==> src/rtl/can_defs_pkg.sv <==
// Shared CAN receive definitions: FSM states, error codes, FIFO entry, CRC helper.
package can_defs;

  localparam logic [14:0] CAN_CRC15_POLY = 15'h4599;

  typedef enum logic [4:0] {
    STATE_IDLE,
    STATE_ID_STD,
    STATE_BIT_RTR_1,
    STATE_BIT_IDE,
    STATE_ID_EXT,
    STATE_BIT_RTR_2,
    STATE_BIT_R_1,
    STATE_BIT_R_0,
    STATE_DLC,
    STATE_DATA,
    STATE_CRC,
    STATE_CRC_DELIMIT,
    STATE_ACK,
    STATE_ACK_DELIMIT,
    STATE_EOF,
    STATE_IFS,
    STATE_ERROR
  } type_can_frame_states_e;

  typedef enum logic [1:0] {
    ERR_STUFF = 2'd0,
    ERR_FORM  = 2'd1,
    ERR_CRC   = 2'd2
  } type_can_rx_err_e;

  // Data is always 8 bytes wide here; the top exposes only the configured bytes.
  typedef struct packed {
    logic [10:0] id_std;
    logic [17:0] id_ext;
    logic        ide;
    logic        rtr;
    logic [3:0]  dlc;
    logic [63:0] data;
  } can_rx_entry_t;

  // One serial step of the CAN CRC-15 register.
  function automatic logic [14:0] can_crc15_step(input logic [14:0] crc, input logic b);
    return {crc[13:0], 1'b0} ^ ((b ^ crc[14]) ? CAN_CRC15_POLY : 15'h0);
  endfunction

  // Number of data bytes carried on the wire for a given RTR/DLC.
  function automatic logic [3:0] can_byte_count(input logic rtr, input logic [3:0] dlc);
    return rtr ? 4'd0 : ((dlc > 4'd8) ? 4'd8 : dlc);
  endfunction

endpackage

==> src/rtl/can_rx_frame_fifo.sv <==
// Frame FIFO of can_rx_entry_t; a pop in the same cycle frees room for a push when full.
module can_rx_frame_fifo
  import can_defs::*;
#(
  parameter int unsigned DEPTH = 2
) (
  input  logic                           clk,
  input  logic                           rst_n,
  input  logic                           push,
  input  can_rx_entry_t                  push_entry,
  input  logic                           pop,
  output can_rx_entry_t                  head,
  output logic                           full,
  output logic                           empty,
  output logic [$clog2(DEPTH+1)-1:0]     count
);

  localparam int unsigned PTR_W = (DEPTH > 1) ? $clog2(DEPTH) : 1;
  localparam int unsigned CNT_W = $clog2(DEPTH + 1);

  can_rx_entry_t    mem [DEPTH];
  logic [PTR_W-1:0] wr_ptr;
  logic [PTR_W-1:0] rd_ptr;
  logic             rd_c;
  logic             wr_c;
  logic [CNT_W-1:0] count_nxt_c;

  // Accept a write when space exists now or is freed by this cycle's read.
  always_comb begin
    rd_c        = pop && !empty;
    wr_c        = push && (!full || rd_c);
    count_nxt_c = count + CNT_W'(wr_c) - CNT_W'(rd_c);
  end

  // Storage, pointers and registered occupancy flags.
  always_ff @(posedge clk or negedge rst_n) begin
    if (!rst_n) begin
      for (int unsigned i = 0; i < DEPTH; i++) mem[i] <= '0;
      wr_ptr <= '0;
      rd_ptr <= '0;
      count  <= '0;
      full   <= 1'b0;
      empty  <= 1'b1;
    end else begin
      if (wr_c) begin
        mem[wr_ptr] <= push_entry;
        wr_ptr      <= (wr_ptr == PTR_W'(DEPTH - 1)) ? '0 : wr_ptr + PTR_W'(1);
      end
      if (rd_c) begin
        rd_ptr <= (rd_ptr == PTR_W'(DEPTH - 1)) ? '0 : rd_ptr + PTR_W'(1);
      end
      count <= count_nxt_c;
      full  <= (count_nxt_c == CNT_W'(DEPTH));
      empty <= (count_nxt_c == '0);
    end
  end

  assign head = mem[rd_ptr];

endmodule

==> src/rtl/can_rx_frame_engine.sv <==
// CAN bit-level frame receiver with destuffing, CRC-15, form/stuff checks and a frame FIFO.
// Optional acceptance filter: define CAN_RX_ACCEPT_FILTER_EN.
module can_rx_frame_engine
  import can_defs::*;
#(
  parameter int unsigned RX_FIFO_DEPTH       = 2,
  parameter int unsigned MAX_DATA_BYTES      = 8,
  parameter int unsigned IDLE_RECESSIVE_BITS = 11
) (
  input  logic                                 clk,
  input  logic                                 rst_n,
  input  logic                                 rx_bit,
  input  logic                                 sample_point,
`ifdef CAN_RX_ACCEPT_FILTER_EN
  input  logic [28:0]                          acc_code,
  input  logic [28:0]                          acc_mask,
`endif
  output logic                                 frame_valid,
  input  logic                                 frame_ready,
  output logic [10:0]                          frame_id_std,
  output logic [17:0]                          frame_id_ext,
  output logic                                 frame_ide,
  output logic                                 frame_rtr,
  output logic [3:0]                           frame_dlc,
  output logic [8*MAX_DATA_BYTES-1:0]          frame_data,
  output logic                                 rx_busy,
  output logic                                 ack_slot,
  output logic                                 rx_error,
  output logic [1:0]                           rx_error_code,
  output logic                                 rx_overflow,
  output logic [$clog2(RX_FIFO_DEPTH+1)-1:0]   fifo_count
);

  localparam int unsigned IDLE_W = $clog2(IDLE_RECESSIVE_BITS + 1);

  type_can_frame_states_e state;
  logic [5:0]        bit_cnt;
  logic [2:0]        run_cnt;
  logic              last_bit;
  logic [14:0]       crc;
  logic [13:0]       crc_rx;
  logic [10:0]       id_std_q;
  logic [17:0]       id_ext_q;
  logic              ide_q;
  logic              rtr_q;
  logic [3:0]        dlc_q;
  logic [3:0]        byte_cnt;
  logic [63:0]       data_q;
  logic [IDLE_W-1:0] idle_cnt;

  logic              in_stuff_c;
  logic              stuff_bit_c;
  logic              crc_en_c;
  logic              err_c;
  type_can_rx_err_e  err_code_c;
  logic              accept_c;
  logic              push_c;
  logic              pop_c;
  can_rx_entry_t     push_entry_c;
  can_rx_entry_t     head;
  logic              fifo_full;
  logic              fifo_empty;

  // Destuff window, CRC window and error detection for the current sample.
  always_comb begin
    in_stuff_c = 1'b0;
    crc_en_c   = 1'b0;
    err_c      = 1'b0;
    err_code_c = ERR_STUFF;
    case (state)
      STATE_ID_STD, STATE_BIT_RTR_1, STATE_BIT_IDE, STATE_ID_EXT, STATE_BIT_RTR_2,
      STATE_BIT_R_1, STATE_BIT_R_0, STATE_DLC, STATE_DATA: begin
        in_stuff_c = 1'b1;
        crc_en_c   = 1'b1;
      end
      STATE_CRC:         in_stuff_c = 1'b1;
      // A stuff bit may still follow the last CRC bit.
      STATE_CRC_DELIMIT: in_stuff_c = (run_cnt == 3'd5);
      default: ;
    endcase
    stuff_bit_c = in_stuff_c && (run_cnt == 3'd5);
    if (stuff_bit_c) crc_en_c = 1'b0;
    if (sample_point) begin
      if (stuff_bit_c) begin
        if (rx_bit == last_bit) begin
          err_c      = 1'b1;
          err_code_c = ERR_STUFF;
        end
      end else begin
        case (state)
          STATE_CRC: begin
            if (bit_cnt == 6'd14 && {crc_rx, rx_bit} != crc) begin
              err_c      = 1'b1;
              err_code_c = ERR_CRC;
            end
          end
          STATE_CRC_DELIMIT, STATE_ACK_DELIMIT, STATE_EOF: begin
            if (!rx_bit) begin
              err_c      = 1'b1;
              err_code_c = ERR_FORM;
            end
          end
          default: ;
        endcase
      end
    end
  end

`ifdef CAN_RX_ACCEPT_FILTER_EN
  logic [28:0] filt_key_c;
  assign filt_key_c = {id_std_q, ide_q ? id_ext_q : 18'h0};
  assign accept_c   = (((filt_key_c ^ acc_code) & acc_mask) == 29'h0);
`else
  assign accept_c = 1'b1;
`endif

  // Frame is committed on the last EOF bit when it is recessive.
  always_comb begin
    push_c              = sample_point && (state == STATE_EOF) && (bit_cnt == 6'd6)
                          && rx_bit && accept_c;
    pop_c               = frame_valid && frame_ready;
    push_entry_c        = '0;
    push_entry_c.id_std = id_std_q;
    push_entry_c.id_ext = ide_q ? id_ext_q : 18'h0;
    push_entry_c.ide    = ide_q;
    push_entry_c.rtr    = rtr_q;
    push_entry_c.dlc    = dlc_q;
    push_entry_c.data   = data_q;
  end

  // Frame FSM, destuffer, CRC and status outputs; advances only on sample_point.
  always_ff @(posedge clk or negedge rst_n) begin
    if (!rst_n) begin
      state         <= STATE_IDLE;
      bit_cnt       <= '0;
      run_cnt       <= '0;
      last_bit      <= 1'b0;
      crc           <= '0;
      crc_rx        <= '0;
      id_std_q      <= '0;
      id_ext_q      <= '0;
      ide_q         <= 1'b0;
      rtr_q         <= 1'b0;
      dlc_q         <= '0;
      byte_cnt      <= '0;
      data_q        <= '0;
      idle_cnt      <= '0;
      rx_busy       <= 1'b0;
      ack_slot      <= 1'b0;
      rx_error      <= 1'b0;
      rx_error_code <= '0;
      rx_overflow   <= 1'b0;
    end else begin
      rx_error    <= 1'b0;
      rx_overflow <= push_c && fifo_full && !pop_c;
      if (sample_point) begin
        if (stuff_bit_c) begin
          run_cnt  <= 3'd1;
          last_bit <= rx_bit;
        end else begin
          if (in_stuff_c) begin
            run_cnt  <= (rx_bit == last_bit) ? run_cnt + 3'd1 : 3'd1;
            last_bit <= rx_bit;
          end
          if (crc_en_c) crc <= can_crc15_step(crc, rx_bit);
          bit_cnt <= bit_cnt + 6'd1;
          case (state)
            STATE_IDLE, STATE_IFS: begin
              if (!rx_bit) begin
                // SOF: the bit is dominant so the CRC stays at zero after it.
                state    <= STATE_ID_STD;
                bit_cnt  <= '0;
                run_cnt  <= 3'd1;
                last_bit <= 1'b0;
                crc      <= '0;
                id_std_q <= '0;
                id_ext_q <= '0;
                ide_q    <= 1'b0;
                rtr_q    <= 1'b0;
                dlc_q    <= '0;
                data_q   <= '0;
                rx_busy  <= 1'b1;
              end else if (state == STATE_IFS && bit_cnt == 6'd2) begin
                state   <= STATE_IDLE;
                rx_busy <= 1'b0;
              end
            end
            STATE_ID_STD: begin
              id_std_q <= {id_std_q[9:0], rx_bit};
              if (bit_cnt == 6'd10) begin
                state   <= STATE_BIT_RTR_1;
                bit_cnt <= '0;
              end
            end
            STATE_BIT_RTR_1: begin
              rtr_q <= rx_bit;
              state <= STATE_BIT_IDE;
            end
            STATE_BIT_IDE: begin
              ide_q   <= rx_bit;
              state   <= rx_bit ? STATE_ID_EXT : STATE_BIT_R_0;
              bit_cnt <= '0;
            end
            STATE_ID_EXT: begin
              id_ext_q <= {id_ext_q[16:0], rx_bit};
              if (bit_cnt == 6'd17) begin
                state   <= STATE_BIT_RTR_2;
                bit_cnt <= '0;
              end
            end
            STATE_BIT_RTR_2: begin
              rtr_q <= rx_bit;
              state <= STATE_BIT_R_1;
            end
            STATE_BIT_R_1: state <= STATE_BIT_R_0;
            STATE_BIT_R_0: begin
              state   <= STATE_DLC;
              bit_cnt <= '0;
            end
            STATE_DLC: begin
              dlc_q <= {dlc_q[2:0], rx_bit};
              if (bit_cnt == 6'd3) begin
                byte_cnt <= can_byte_count(rtr_q, {dlc_q[2:0], rx_bit});
                state    <= (can_byte_count(rtr_q, {dlc_q[2:0], rx_bit}) == 4'd0)
                            ? STATE_CRC : STATE_DATA;
                bit_cnt  <= '0;
              end
            end
            STATE_DATA: begin
              // MSB first within each byte; bytes past the storage limit are dropped.
              if ({1'b0, bit_cnt[5:3]} < 4'(MAX_DATA_BYTES))
                data_q[{bit_cnt[5:3], ~bit_cnt[2:0]}] <= rx_bit;
              if ({1'b0, bit_cnt} == {byte_cnt, 3'b000} - 7'd1) begin
                state   <= STATE_CRC;
                bit_cnt <= '0;
              end
            end
            STATE_CRC: begin
              crc_rx <= {crc_rx[12:0], rx_bit};
              if (bit_cnt == 6'd14) state <= STATE_CRC_DELIMIT;
            end
            STATE_CRC_DELIMIT: begin
              state    <= STATE_ACK;
              ack_slot <= 1'b1;
            end
            STATE_ACK: begin
              state    <= STATE_ACK_DELIMIT;
              ack_slot <= 1'b0;
            end
            STATE_ACK_DELIMIT: begin
              state   <= STATE_EOF;
              bit_cnt <= '0;
            end
            STATE_EOF: begin
              if (bit_cnt == 6'd6) begin
                state   <= STATE_IFS;
                bit_cnt <= '0;
              end
            end
            STATE_ERROR: begin
              if (!rx_bit) begin
                idle_cnt <= '0;
              end else if (idle_cnt == IDLE_W'(IDLE_RECESSIVE_BITS - 1)) begin
                state   <= STATE_IDLE;
                rx_busy <= 1'b0;
              end else begin
                idle_cnt <= idle_cnt + IDLE_W'(1);
              end
            end
            default: state <= STATE_IDLE;
          endcase
        end
        if (err_c) begin
          state         <= STATE_ERROR;
          rx_error      <= 1'b1;
          rx_error_code <= err_code_c;
          idle_cnt      <= '0;
          ack_slot      <= 1'b0;
        end
      end
    end
  end

  can_rx_frame_fifo #(
    .DEPTH (RX_FIFO_DEPTH)
  ) u_fifo (
    .clk        (clk),
    .rst_n      (rst_n),
    .push       (push_c),
    .push_entry (push_entry_c),
    .pop        (pop_c),
    .head       (head),
    .full       (fifo_full),
    .empty      (fifo_empty),
    .count      (fifo_count)
  );

  assign frame_valid  = !fifo_empty;
  assign frame_id_std = head.id_std;
  assign frame_id_ext = head.id_ext;
  assign frame_ide    = head.ide;
  assign frame_rtr    = head.rtr;
  assign frame_dlc    = head.dlc;
  assign frame_data   = head.data[8*MAX_DATA_BYTES-1:0];

endmodule
==> config.mk <==
export PLATFORM = sky130hd
export DESIGN_NAME = can_rx_frame_engine
export DESIGN_NICKNAME = d
export VERILOG_FILES = /design/src/rtl/can_defs_pkg.sv /design/src/rtl/can_rx_frame_fifo.sv /design/src/rtl/can_rx_frame_engine.sv
export SDC_FILE = /design/constraint.sdc
export NUM_CORES = 1
export LEC_CHECK = 0
export ABC_AREA = 1
export BUFFER_PORTS_ARGS = -buffer_cell sky130_fd_sc_hd__buf_2
export CAP_MARGIN = 0
export CORE_MARGIN = 10
export CORE_UTILIZATION = 34
export CTS_CLUSTER_SIZE = 28
export DETAILED_ROUTE_END_ITERATION = 6
export HOLD_SLACK_MARGIN = 0.1
export PLACE_DENSITY_LB_ADDON = 0.2
export REMOVE_ABC_BUFFERS = 1
export SYNTH_ARGS = -nofsm -noshare
export SYNTH_HDL_FRONTEND = slang
export SYNTH_SLANG_ARGS = --single-unit
==> constraint.sdc <==
create_clock -name clk -period 2.16 [get_ports clk]
set_clock_uncertainty 0.05 [all_clocks]
set_input_delay 0.216 -clock clk [delete_from_list [all_inputs] [get_ports clk]]
set_output_delay 0.216 -clock clk [all_outputs]
set_load 0.02 [all_outputs]
==> results.md, run 1 <==
* Largest net degree at the start of global routing at 98
* CTS sink cnt at 361
* Final nets at 2476
* WP data required at 2.56 ns
* Distinct cell type count of the synthesized netlist at 37
* Async S/R FF share, synth at 100%
* ANT cells at 0
* Share of power burned in the clock network at 28.3%
* Leading cell type in the layout, fill and taps excluded: nand2_1
* First-pass GRT wire length at 82600 um
* WL final at 60500 um
* Crit path max fanout at 6
* Cell count after synthesis at 2270
* RSZ-0062 raised after global routing: yes
* VDD IR max at 0.000640 V
* R2R Setup Slk at -0.05 ns
* Clock root cell: clkbuf_16
* Yosys top cell area share at 50.9%
* Cell internal pwr at 14700 uW
* Die ar. at 61600 um^2
* Clock tree from TritonCTS: built
* #FFs+latches synth at 361
* Hold Crit Class: in -> async
* Worst slew pin tran at 0.748 ns
* Area grow syn2layout at 31.5%
* Violations in the final reports: setup timing
* Min Tclk post-route at 2.21 ns
* Drt pass-1 iters at 5
* Final setup vio count at 68
* FMAX at 452 MHz
* Rows at 83
* Starting Density at 34.5%
* Clock Tree Buf Depth at 3
* GRT Util Overall at 16.7%
* GP Congestion at 0.858
* Final Max Tran Viols at 0
* Worst Setup EP: u_fifo.mem[60]$_DFFE_PN0P_
* Commonest non-fill, non-tap cells in the layout: 698 x nand2_1, 355 x dfrtp_1, 180 x inv_1, 168 x o21ai_1, 151 x nor2_1
* Flop pwr share at 33.3%
* Final Hold Violating Endpoints at 0
* Initial antenna violation count at 0
* Post-synth top area cell: dfrtp_1
* Die Wd at 248 um
* Sw frac at 38.7%
* # DRC at 0
* Cell Area, Synth at 17700 um^2
* PwrDens at 1030 nW/um^2
* Yosys Warn Count at 0
* Vias in the first global route at 14700
* Routed WL per cell at 19.1 um
* Grt ovf at 0
* NetSw at 9310 uW
* Later-pin clock latency in the skew report at 0.57 ns
* Crit path arrival time at 2.61 ns
* Critical path class: reg -> reg
* Fraction of final layout cells sized beyond drive strength 1 at 23.4%
* Crit share post-route at 102%
* Number of synthesized flops with an enable pin at 0
* # IOs at 113
* Top cells by area, synth: dfrtp_1 51%, nand2_1 17%, o21ai_0 5.6%, inv_1 3.9%, nand3_1 3.8%
* FF-to-FF path depth at 13
* Die height at 248 um
* Worst Setup SP: state[2]$_DFFE_PN0P_
* Setup tns final at -0.790 ns
* H-tree Lvls at 2
* Port Buffer Count at 112
* Critical R2R Launch: state[2]$_DFFE_PN0P_
* Part of the power in combinational logic at 38.4%
* Avg Cell Area, Syn at 7.80 um^2
* Sequential share of the synthesized area at 51.0%
* Final worst slack at -0.0513 ns
* Core area at 51400 um^2
* Worst setup EP type: register
* Remaining antenna violation count after routing at 0
* Post-Place Setup Slack at -0.141 ns
* Vias at 16300
* Avg Vias per Cell at 5.14
* DP HPWL at 30800 um
* Worst setup SP type: register
* Pleak at 0.0109 uW
* Clock-pin slew on the worst setup and hold paths at 0.06 ns
* Most used DFF post-synth: dfrtp_1
* Reg2Reg Capture Point: u_fifo.mem[60]$_DFFE_PN0P_
* Max-cap violations at 0
* DR iter-0 viols at 1294
* Max transition margin at 50.1%
* Status: complete, but fails checks
* Clock buffer count from CTS at 42
## how the worst min path moves through the flow
stage / startpoint / endpoint / slack (ns) / depth (start not counted)
floorplan: rst_n / ack_slot$_DFFE_PN0P_ / -0.13 / 0
global placement: rst_n / u_fifo.mem[4]$_DFFE_PN0P_ / 0.12 / 1
detailed placement: rst_n / u_fifo.mem[103]$_DFFE_PN0P_ / 0.13 / 1
CTS: rst_n / u_fifo.mem[103]$_DFFE_PN0P_ / 0.12 / 2
global route: rst_n / u_fifo.mem[6]$_DFFE_PN0P_ / 0.14 / 2
finish: rst_n / u_fifo.mem[101]$_DFFE_PN0P_ / 0.13 / 2
## power groups by stage
stage	clock, uW	combinational (uW)	sequential, uW
finish	6800	9230	8010
global route	7220	10100	8090
CTS	6960	7570	7970
detailed placement	0	7290	8060
global placement	0	7260	8050
floorplan	0	4050	8220
## registers in the layout (all words and copies together), names as in the netlist, 2 cells and up
name,flops
bit_cnt,6
byte_cnt,4
crc,15
crc_rx,14
data_q,64
dlc_q,4
id_ext_q,18
id_std_q,11
idle_cnt,4
run_cnt,3
rx_error_code,2
state,5
u_fifo.count,2
u_fifo.mem,198
## synthesized netlist by cell type (10+ instances only)
| library cell | n |
|---|---|
| buf_2 | 34 |
| buf_6 | 10 |
| clkbuf_1 | 75 |
| dfrtp_1 | 360 |
| ha_1 | 10 |
| inv_1 | 184 |
| nand2_1 | 796 |
| nand3_1 | 133 |
| nand3_2 | 11 |
| nor2_1 | 162 |
| nor3_1 | 12 |
| o2111ai_1 | 64 |
| o21ai_0 | 199 |
| o21ai_1 | 132 |
| xor2_1 | 13 |
## worst max-delay path: stages, from the launching register on
cell       delay (ns)
dfrtp_2          0.44
nand2_1          0.17
nor2_4           0.15
inv_2            0.05
nor4_4           0.24
nand2_1          0.12
inv_2            0.09
buf_12           0.13
buf_12           0.13
buf_12           0.11
nand2_8          0.09
clkbuf_16        0.22
nand2_2          0.05
o21ai_1          0.05
## per-layer routing
| layer | up-vias | global-route usage, % | routed length (um) |
|---|---|---|---|
| li1 | 7745 | - | - |
| met1 | 7972 | 22.4 | 27000 |
| met2 | 486 | 27.0 | 28600 |
| met3 | 92 | 2.75 | 3500 |
| met4 | 0 | 5.06 | 1510 |
| met5 | - | 0 | 0 |
## repair_timing
action	4_1_cts	5_1_grt
hold buffers	3	0
pin swaps	5	21
resized for setup	27	382
setup endpoints to repair	324	410
buffers inserted	7	18
endpoints found under the hold margin	364	0
gates cloned	8	47
## through the flow
stage	cells	total power (uW)	hold WS, ns	cell area [um^2]	util [%]
after detailed placement	3014	15400	0.128	19400	37.7
after global placement	3014	15300	0.119	19400	37.7
final	3170	24000	0.127	23300	45.3
after global routing	3170	25400	0.142	23300	45.3
after floorplan	2138	12300	-0.130	17100	-
after CTS	3105	22500	0.117	21100	41.0
## cell families (layout without fill, tap and decap cells)
logic type	count (synthesis)	count (layout)	share of synthesized area (%)
compound gates	406	406	12.9
xor+xnor	19	19	0.939
fa+ha+maj	10	10	0.706
buf+inv	326	543	7.81
flops	361	361	51.0
simple gates	1148	1151	26.7
## cell type report
| type | count | area [um^2] |
|---|---|---|
| fillers | 4998 | 28100 |
| well taps | 680 | 851 |
| clock buffers | 60 | 1190 |
| repair buffers | 276 | 3060 |
| flip-flops and latches | 361 | 9040 |
| clock inverters | 13 | 101 |
| multi-input cells | 1586 | 8300 |
| inverters | 194 | 756 |
No activity file was read; power rests on OpenSTA's default activity.
==> run 2: changes to the inputs <==
--- a/config.mk
+++ b/config.mk
@@ -5,13 +5,14 @@
 export SDC_FILE = /design/constraint.sdc
 export NUM_CORES = 1
 export LEC_CHECK = 0
-export ABC_AREA = 1
 export BUFFER_PORTS_ARGS = -buffer_cell sky130_fd_sc_hd__buf_2
 export CAP_MARGIN = 0
 export CORE_MARGIN = 10
 export CORE_UTILIZATION = 34
+export CTS_CLUSTER_DIAMETER = 40
 export CTS_CLUSTER_SIZE = 28
 export DETAILED_ROUTE_END_ITERATION = 6
+export GPL_TIMING_DRIVEN = 0
 export HOLD_SLACK_MARGIN = 0.1
 export PLACE_DENSITY_LB_ADDON = 0.2
 export REMOVE_ABC_BUFFERS = 1
==> run 2 against run 1 <==
Compared with the run above:
- the flow still finishes with violations (setup timing)
- sequential power is 3.2% higher
- die area decreased by 5.3%
- count of clock-buffer cells in the layout rose by 13
- critical path depth fell by 6
- area after synthesis down 5.8%
- non-clock buffer count is 13 higher
- worst hold slack got worse by 0.033 ns
- critical path type unchanged
- largest power group is now clock
- highest routed layer unchanged
==> results.md, run 2 <==
* Die Wd at 242 um (was 248 um)
* Routed WL per cell at 21.4 um (was 19.1 um)
* Async S/R FF share, synth at 100% (unchanged)
* Starting Density at 34.2% (was 34.5%)
* Violations in the final reports: setup timing (unchanged)
* Leading cell type in the layout, fill and taps excluded: dfrtp_1 (was nand2_1)
* Hold Crit Class: in -> async (unchanged)
* Total Power at 24900 uW (was 24000 uW)
* Avg Cell Area, Syn at 10.4 um^2 (was 7.80 um^2)
* CTS sink cnt at 361 (unchanged)
* First-pass GRT wire length at 82100 um (was 82600 um)
* Most frequent cell after synthesis: nand2_1 (unchanged)
* Cell Area, Synth at 16700 um^2 (was 17700 um^2)
* Yosys top cell area share at 54.0% (was 50.9%)
* Later-pin clock latency in the skew report at 0.60 ns (was 0.57 ns)
* Die height at 242 um (was 248 um)
* Most instantiated cells after synthesis: 431 x nand2_1, 360 x dfrtp_1, 190 x mux2_2 (was 796 x nand2_1, 360 x dfrtp_1, 199 x o21ai_0)
* Clock buffer count from CTS at 58 (was 42)
* Drt pass-1 iters at 4 (was 5)
* Largest register by flop count: u_fifo.mem (unchanged)
* Critical path class: reg -> reg (unchanged)
* Remaining antenna violation count after routing at 0 (unchanged)
* Max FFs per register at 198 (unchanged)
* Crit path arrival time at 2.95 ns (was 2.61 ns)
* VDD IR max at 0.000614 V (was 0.000640 V)
* Clock tree from TritonCTS: built (unchanged)
* Clock-pin slew on the worst setup and hold paths at 0.05 ns (was 0.06 ns)
* WHS at 0.0948 ns (was 0.127 ns)
* Crit path max fanout at 11 (was 6)
* Largest net degree at the start of global routing at 121 (was 98)
* FMAX at 398 MHz (was 452 MHz)
* Non-Filler Instances at 2563 (was 3170)
* Worst slew pin tran at 1.32 ns (was 0.748 ns)
* Clock Tree Buf Depth at 3 (unchanged)
* Yosys Warn Count at 0 (unchanged)
* Crit share post-route at 116% (was 102%)
* #FFs+latches synth at 361 (unchanged)
* Max transition margin at 11.7% (was 50.1%)
* Pleak at 0.0116 uW (was 0.0109 uW)
* Setup tns final at -87.92 ns (was -0.790 ns)
* Clock root cell: clkbuf_16 (unchanged)
* RSZ-0062 raised after global routing: yes (unchanged)
* Worst setup SP type: register (unchanged)
* Most used DFF post-synth: dfrtp_1 (unchanged)
* Post-synth top area cell: dfrtp_1 (unchanged)
* Final setup vio count at 431 (was 68)
* Min Tclk post-route at 2.52 ns (was 2.21 ns)
* DP HPWL at 27100 um (was 30800 um)
* Final nets at 1867 (was 2476)
* Top cells by area, synth: dfrtp_1 54%, mux2_2 13%, nand2_1 9.7%, o21ai_0 2.6%, mux2i_1 2.4% (was dfrtp_1 51%, nand2_1 17%, o21ai_0 5.6%, inv_1 3.9%, nand3_1 3.8%)
* Core area at 48700 um^2 (was 51400 um^2)
* H-tree Lvls at 2 (unchanged)
* Max-cap violations at 0 (unchanged)
* Final worst slack at -0.355 ns (was -0.0513 ns)
* Cell count after synthesis at 1599 (was 2270)
* Routed met3 length at 3000 um (was 3500 um)
* WP data required at 2.59 ns (was 2.56 ns)
* Fraction of final layout cells sized beyond drive strength 1 at 43.7% (was 23.4%)
* Grt ovf at 0 (unchanged)
* Vias in the first global route at 13600 (was 14700)
* Largest regs: u_fifo.mem (198), data_q (64), id_ext_q (18) (unchanged)
* ANT cells at 0 (unchanged)
* Distinct cell type count of the synthesized netlist at 79 (was 37)
* Sequential share of the synthesized area at 54.1% (was 51.0%)
* GRT Util Overall at 17.7% (was 16.7%)
* Commonest non-fill, non-tap cells in the layout: 348 x dfrtp_1, 325 x nand2_1, 175 x mux2_2, 90 x buf_2, 85 x nand2_2 (was 698 x nand2_1, 355 x dfrtp_1, 180 x inv_1, 168 x o21ai_1, 151 x nor2_1)
* PwrDens at 1060 nW/um^2 (was 1030 nW/um^2)
* Final Hold Violating Endpoints at 0 (unchanged)
* Final Max Tran Viols at 0 (unchanged)
* DP Cell Count at 2284 (was 3014)
* # DRC at 0 (unchanged)
* Top layer used by detailed routing: met4 (unchanged)
* DR iter-0 viols at 929 (was 1294)
* Port Buffer Count at 112 (unchanged)
* M1 WL at 23700 um (was 27000 um)
* Initial antenna violation count at 1 (was 0)
* WL final at 54800 um (was 60500 um)
* Vias at 13300 (was 16300)
* # IOs at 113 (unchanged)
* Die ar. at 58400 um^2 (was 61600 um^2)
* Rows at 81 (was 83)
* Status: complete, but fails checks (unchanged)
* Area grow syn2layout at 40.9% (was 31.5%)
* Number of synthesized flops with an enable pin at 0 (unchanged)
* GP Congestion at 0.786 (was 0.858)
* Avg Vias per Cell at 5.18 (was 5.14)
* Worst setup EP type: register (unchanged)
* Met2 wire len at 26300 um (was 28600 um)
[run 2: worst max-delay path, cell delays in order (launching register included)]
cell,delay (ns)
dfrtp_4,0.52
nor4b_4,0.43
nand2_2,0.15
nor4b_4,0.28
buf_6,0.24
nand2_8,0.16
buf_16,0.28
mux2_2,0.27
[run 2: kinds of logic after synthesis]
logic type                 after synthesis  share of synthesized area [%]
and+or+nand+nor                        616                           16.0
buffers and inverters                  126                           3.23
muxes                                  234                           15.6
xor gates and xnor gates                34                           1.78
adders and majority gates               10                          0.749
DFF                                    361                           54.1
AOI/OAI and AO/OA                      218                           8.59
[run 2: area by class of cell]
type | count | area (um^2)
clock buffers | 73 | 1580
clock inverters | 34 | 362
fillers | 4300 | 25200
inverters | 20 | 85.1
multi-input cells | 1121 | 8300
flip-flops and latches | 361 | 9070
well taps | 664 | 831
repair buffers | 289 | 3290
repair inverters | 1 | 5.00
[run 2: final timing paths]
path	startpoint	to	slack [ns]	depth (start not counted)
max	bit_cnt[4]$_DFFE_PN0P_	u_fifo.mem[19]$_DFFE_PN0P_	-0.36	7
min reg2reg	u_fifo.mem[161]$_DFFE_PN0P_	u_fifo.mem[161]$_DFFE_PN0P_	0.42	2
max reg2reg	bit_cnt[4]$_DFFE_PN0P_	u_fifo.mem[19]$_DFFE_PN0P_	-0.36	7
min	rst_n	u_fifo.mem[122]$_DFFE_PN0P_	0.09	3
min in group clk	rx_bit	data_q[56]$_DFFE_PN0P_	0.17	3
max in group asynchronous	rst_n	u_fifo.mem[188]$_DFFE_PN0P_	0.12	6
[run 2: where the power goes]
group          internal (uW)  switching [uW]  total (uW)
clock network           5800            3450        9250
logic                   3330            4090        7420
registers               7440             833        8270
[run 2: stage by stage]
stage | area [um^2] | utilization, % | setup WS [ns]
after floorplan | 16200 | - | -2.50
after global placement | 17600 | 36.1 | -6.39
after detailed placement | 18000 | 36.9 | -2.15
after CTS | 22800 | 46.7 | -0.315
after global routing | 23500 | 48.3 | -0.397
final | 23500 | 48.3 | -0.355
[run 2: timing repair]
| action | in CTS | in global routing |
|---|---|---|
| hold buffers | 4 | 0 |
| resized for setup | 308 | 146 |
| pin swaps | 84 | 104 |
| endpoints found under the hold margin | 142 | 0 |
| buffers inserted | 103 | 20 |
| gates cloned | 37 | 13 |
| endpoints found under the setup margin | 459 | 544 |
[run 2: metal layers]
metal	global-route usage, %	vias up
met2	28.6	341
met5	0	-
met1	23.2	6784
met4	6.72	0
li1	-	6042
met3	3.30	100
==> run 3: changes to the inputs <==
--- a/config.mk
+++ b/config.mk
@@ -14,6 +14,7 @@
 export DETAILED_ROUTE_END_ITERATION = 6
 export GPL_TIMING_DRIVEN = 0
 export HOLD_SLACK_MARGIN = 0.1
+export MAX_ROUTING_LAYER = met4
 export PLACE_DENSITY_LB_ADDON = 0.2
 export REMOVE_ABC_BUFFERS = 1
 export SYNTH_ARGS = -nofsm -noshare
==> run 3 against run 2 <==
Compared with the run above:
- the flow still finishes with violations (setup timing)
- final area up 2.6%
- die area unchanged
- critical path depth unchanged
- global-route usage up 0.53 points
- register-to-register slack about the same
- first-iteration DRC count down 0.11%
- count of clock-buffer cells in the layout unchanged
- routed wire length up 1.8%
- sequential share of layout area down 1.0 points
- sequential cell count unchanged
- power up 2.8%
- critical endpoint is now u_fifo.mem[41]$_DFFE_PN0P_
==> results.md, run 3 (synthesis gave the netlist of run 2 again) <==
* Port Buffer Count at 112 (unchanged)
* FF-to-FF path depth at 7 (unchanged)
* Max-cap violations at 0 (unchanged)
* DR iter-0 viols at 928 (was 929)
* Die height at 242 um (unchanged)
* Grt ovf at 0 (unchanged)
* PwrDens at 1060 nW/um^2 (about the same)
* Vias at 13300 (about the same)
* Crit path arrival time at 2.96 ns (was 2.95 ns)
* Placed Area at 18000 um^2 (unchanged)
* Max FFs per register at 198 (unchanged)
* Final Max Tran Viols at 0 (unchanged)
* WHS at 0.104 ns (was 0.0948 ns)
* RSZ-0062 raised after global routing: yes (unchanged)
* Rows at 81 (unchanged)
* Clock buffer count from CTS at 58 (unchanged)
* Reg2Reg Capture Point: u_fifo.mem[41]$_DFFE_PN0P_ (was u_fifo.mem[19]$_DFFE_PN0P_)
* Worst Setup EP: u_fifo.mem[41]$_DFFE_PN0P_ (was u_fifo.mem[19]$_DFFE_PN0P_)
* Vias in the first global route at 13600 (about the same)
* Starting Density at 34.2% (unchanged)
* Final nets at 1874 (was 1867)
* R2R Setup Slk at -0.37 ns (was -0.36 ns)
* Crit path max fanout at 10 (was 11)
* GP Congestion at 0.797 (was 0.786)
* Final setup vio count at 398 (was 431)
* Max transition margin at 9.58% (was 11.7%)
* Die Wd at 242 um (unchanged)
* Initial antenna violation count at 1 (unchanged)
* # IOs at 113 (unchanged)
* Clock tree from TritonCTS: built (unchanged)
* GRT Util Overall at 18.2% (was 17.7%)
* VDD IR max at 0.000617 V (was 0.000614 V)
* Clock-pin slew on the worst setup and hold paths at 0.06 ns (was 0.05 ns)
* Leading cell type in the layout, fill and taps excluded: nand2_1 (was dfrtp_1)
* Pleak at 0.0118 uW (was 0.0116 uW)
* Die ar. at 58400 um^2 (unchanged)
* Routed WL per cell at 21.7 um (was 21.4 um)
* WP data required at 2.59 ns (about the same)
* Critical R2R Launch: state[2]$_DFFE_PN0P_ (was bit_cnt[4]$_DFFE_PN0P_)
* Min Tclk post-route at 2.53 ns (was 2.52 ns)
* Area grow syn2layout at 44.6% (was 40.9%)
* Clock root cell: clkbuf_16 (unchanged)
* Final worst slack at -0.366 ns (was -0.355 ns)
* Clock Tree Buf Depth at 3 (unchanged)
* Worst slew pin tran at 1.36 ns (was 1.32 ns)
* Remaining antenna violation count after routing at 0 (unchanged)
* Largest register by flop count: u_fifo.mem (unchanged)
* # DRC at 0 (unchanged)
* CTS sink cnt at 361 (unchanged)
* Final Hold Violating Endpoints at 0 (unchanged)
* Crit share post-route at 117% (was 116%)
* Core area at 48700 um^2 (unchanged)
* Post-route cell area at 24100 um^2 (was 23500 um^2)
* Violations in the final reports: setup timing (unchanged)
* Critical path class: reg -> reg (unchanged)
* Avg Vias per Cell at 5.16 (was 5.18)
* Worst setup SP type: register (unchanged)
* Worst Setup SP: state[2]$_DFFE_PN0P_ (was bit_cnt[4]$_DFFE_PN0P_)
* DP HPWL at 27100 um (unchanged)
* H-tree Lvls at 2 (unchanged)
* WL final at 55800 um (was 54800 um)
* Worst setup EP type: register (unchanged)
* FMAX at 396 MHz (was 398 MHz)
* Later-pin clock latency in the skew report at 0.60 ns (about the same)
* Largest net degree at the start of global routing at 121 (unchanged)
* Hold Crit Class: in -> async (unchanged)
* First-pass GRT wire length at 82100 um (about the same)
* Status: complete, but fails checks (unchanged)
* Fraction of final layout cells sized beyond drive strength 1 at 42.1% (was 43.7%)
* Drt pass-1 iters at 5 (was 4)
* Commonest non-fill, non-tap cells in the layout: 372 x nand2_1, 348 x dfrtp_1, 111 x mux2_2, 111 x buf_6, 84 x buf_4 (was 348 x dfrtp_1, 325 x nand2_1, 175 x mux2_2, 90 x buf_2, 85 x nand2_2)
* Largest regs: u_fifo.mem (198), data_q (64), id_ext_q (18) (unchanged)
## run 3: worst min path at each step
stage,slack (ns),cells past startpoint,startpoint,endpoint
floorplan,-0.13,0,rst_n,ack_slot$_DFFE_PN0P_
global placement,0.40,2,u_fifo.mem[132]$_DFFE_PN0P_,u_fifo.mem[132]$_DFFE_PN0P_
detailed placement,0.09,1,rst_n,u_fifo.mem[5]$_DFFE_PN0P_
CTS,0.10,3,rst_n,u_fifo.mem[122]$_DFFE_PN0P_
global route,0.14,3,rst_n,u_fifo.mem[122]$_DFFE_PN0P_
finish,0.10,3,rst_n,u_fifo.mem[122]$_DFFE_PN0P_
## run 3: critical path, cell delays in order (launching register included)
cell,delay [ns]
dfrtp_4,0.51
nand2_1,0.14
or3_4,0.42
nor4b_4,0.31
buf_6,0.24
nand2_8,0.16
clkbuf_16,0.30
mux2_2,0.27
## run 3: layout make-up
| class | instances | area [um^2] |
|---|---|---|
| fillers | 4218 | 24600 |
| clock buffers | 73 | 1580 |
| repair inverters | 1 | 5.00 |
| clock inverters | 34 | 362 |
| multi-input cells | 1121 | 8440 |
| diodes | 1 | 2.50 |
| repair buffers | 296 | 3770 |
| well taps | 664 | 831 |
| inverters | 20 | 86.3 |
| flip-flops and latches | 361 | 9070 |
## run 3: timing repair
action / 4_1_cts / 5_1_grt
buffers inserted: 103 / 33
hold buffers: 4 / 0
hold endpoints to repair: 142 / 0
pin swaps: 84 / 62
resized for setup: 308 / 318
setup endpoints to repair: 459 / 544
gates cloned: 37 / 13
## run 3: metrics by stage
step / setup TNS (ns) / setup slack (ns) / std cells / power (uW) / util, %
floorplan: -553.67 / -2.50 / 1493 / 11400 / -
global placement: -3666.76 / -6.39 / 2269 / 12500 / 36.1
detailed placement: -442.01 / -2.15 / 2284 / 13100 / 36.9
CTS: -79.82 / -0.315 / 2534 / 24700 / 46.7
global route: -101.70 / -0.406 / 2571 / 26700 / 49.5
finish: -82.94 / -0.366 / 2571 / 25600 / 49.5
## run 3: metal layers
layer	vias up	share of wire (%)	global-route usage [%]
met3	111	5.1	3.22
met4	0	3.7	6.72
met1	6780	44	23.3
met5	-	0	-
li1	6032	-	-
met2	351	47	28.6
## run 3: power by group
group | total (uW) | internal, uW | switching (uW)
logic | 8120 | 3630 | 4480
registers | 8290 | 7440 | 843
clock network | 9230 | 5800 | 3430
total | 25600 | 16900 | 8760
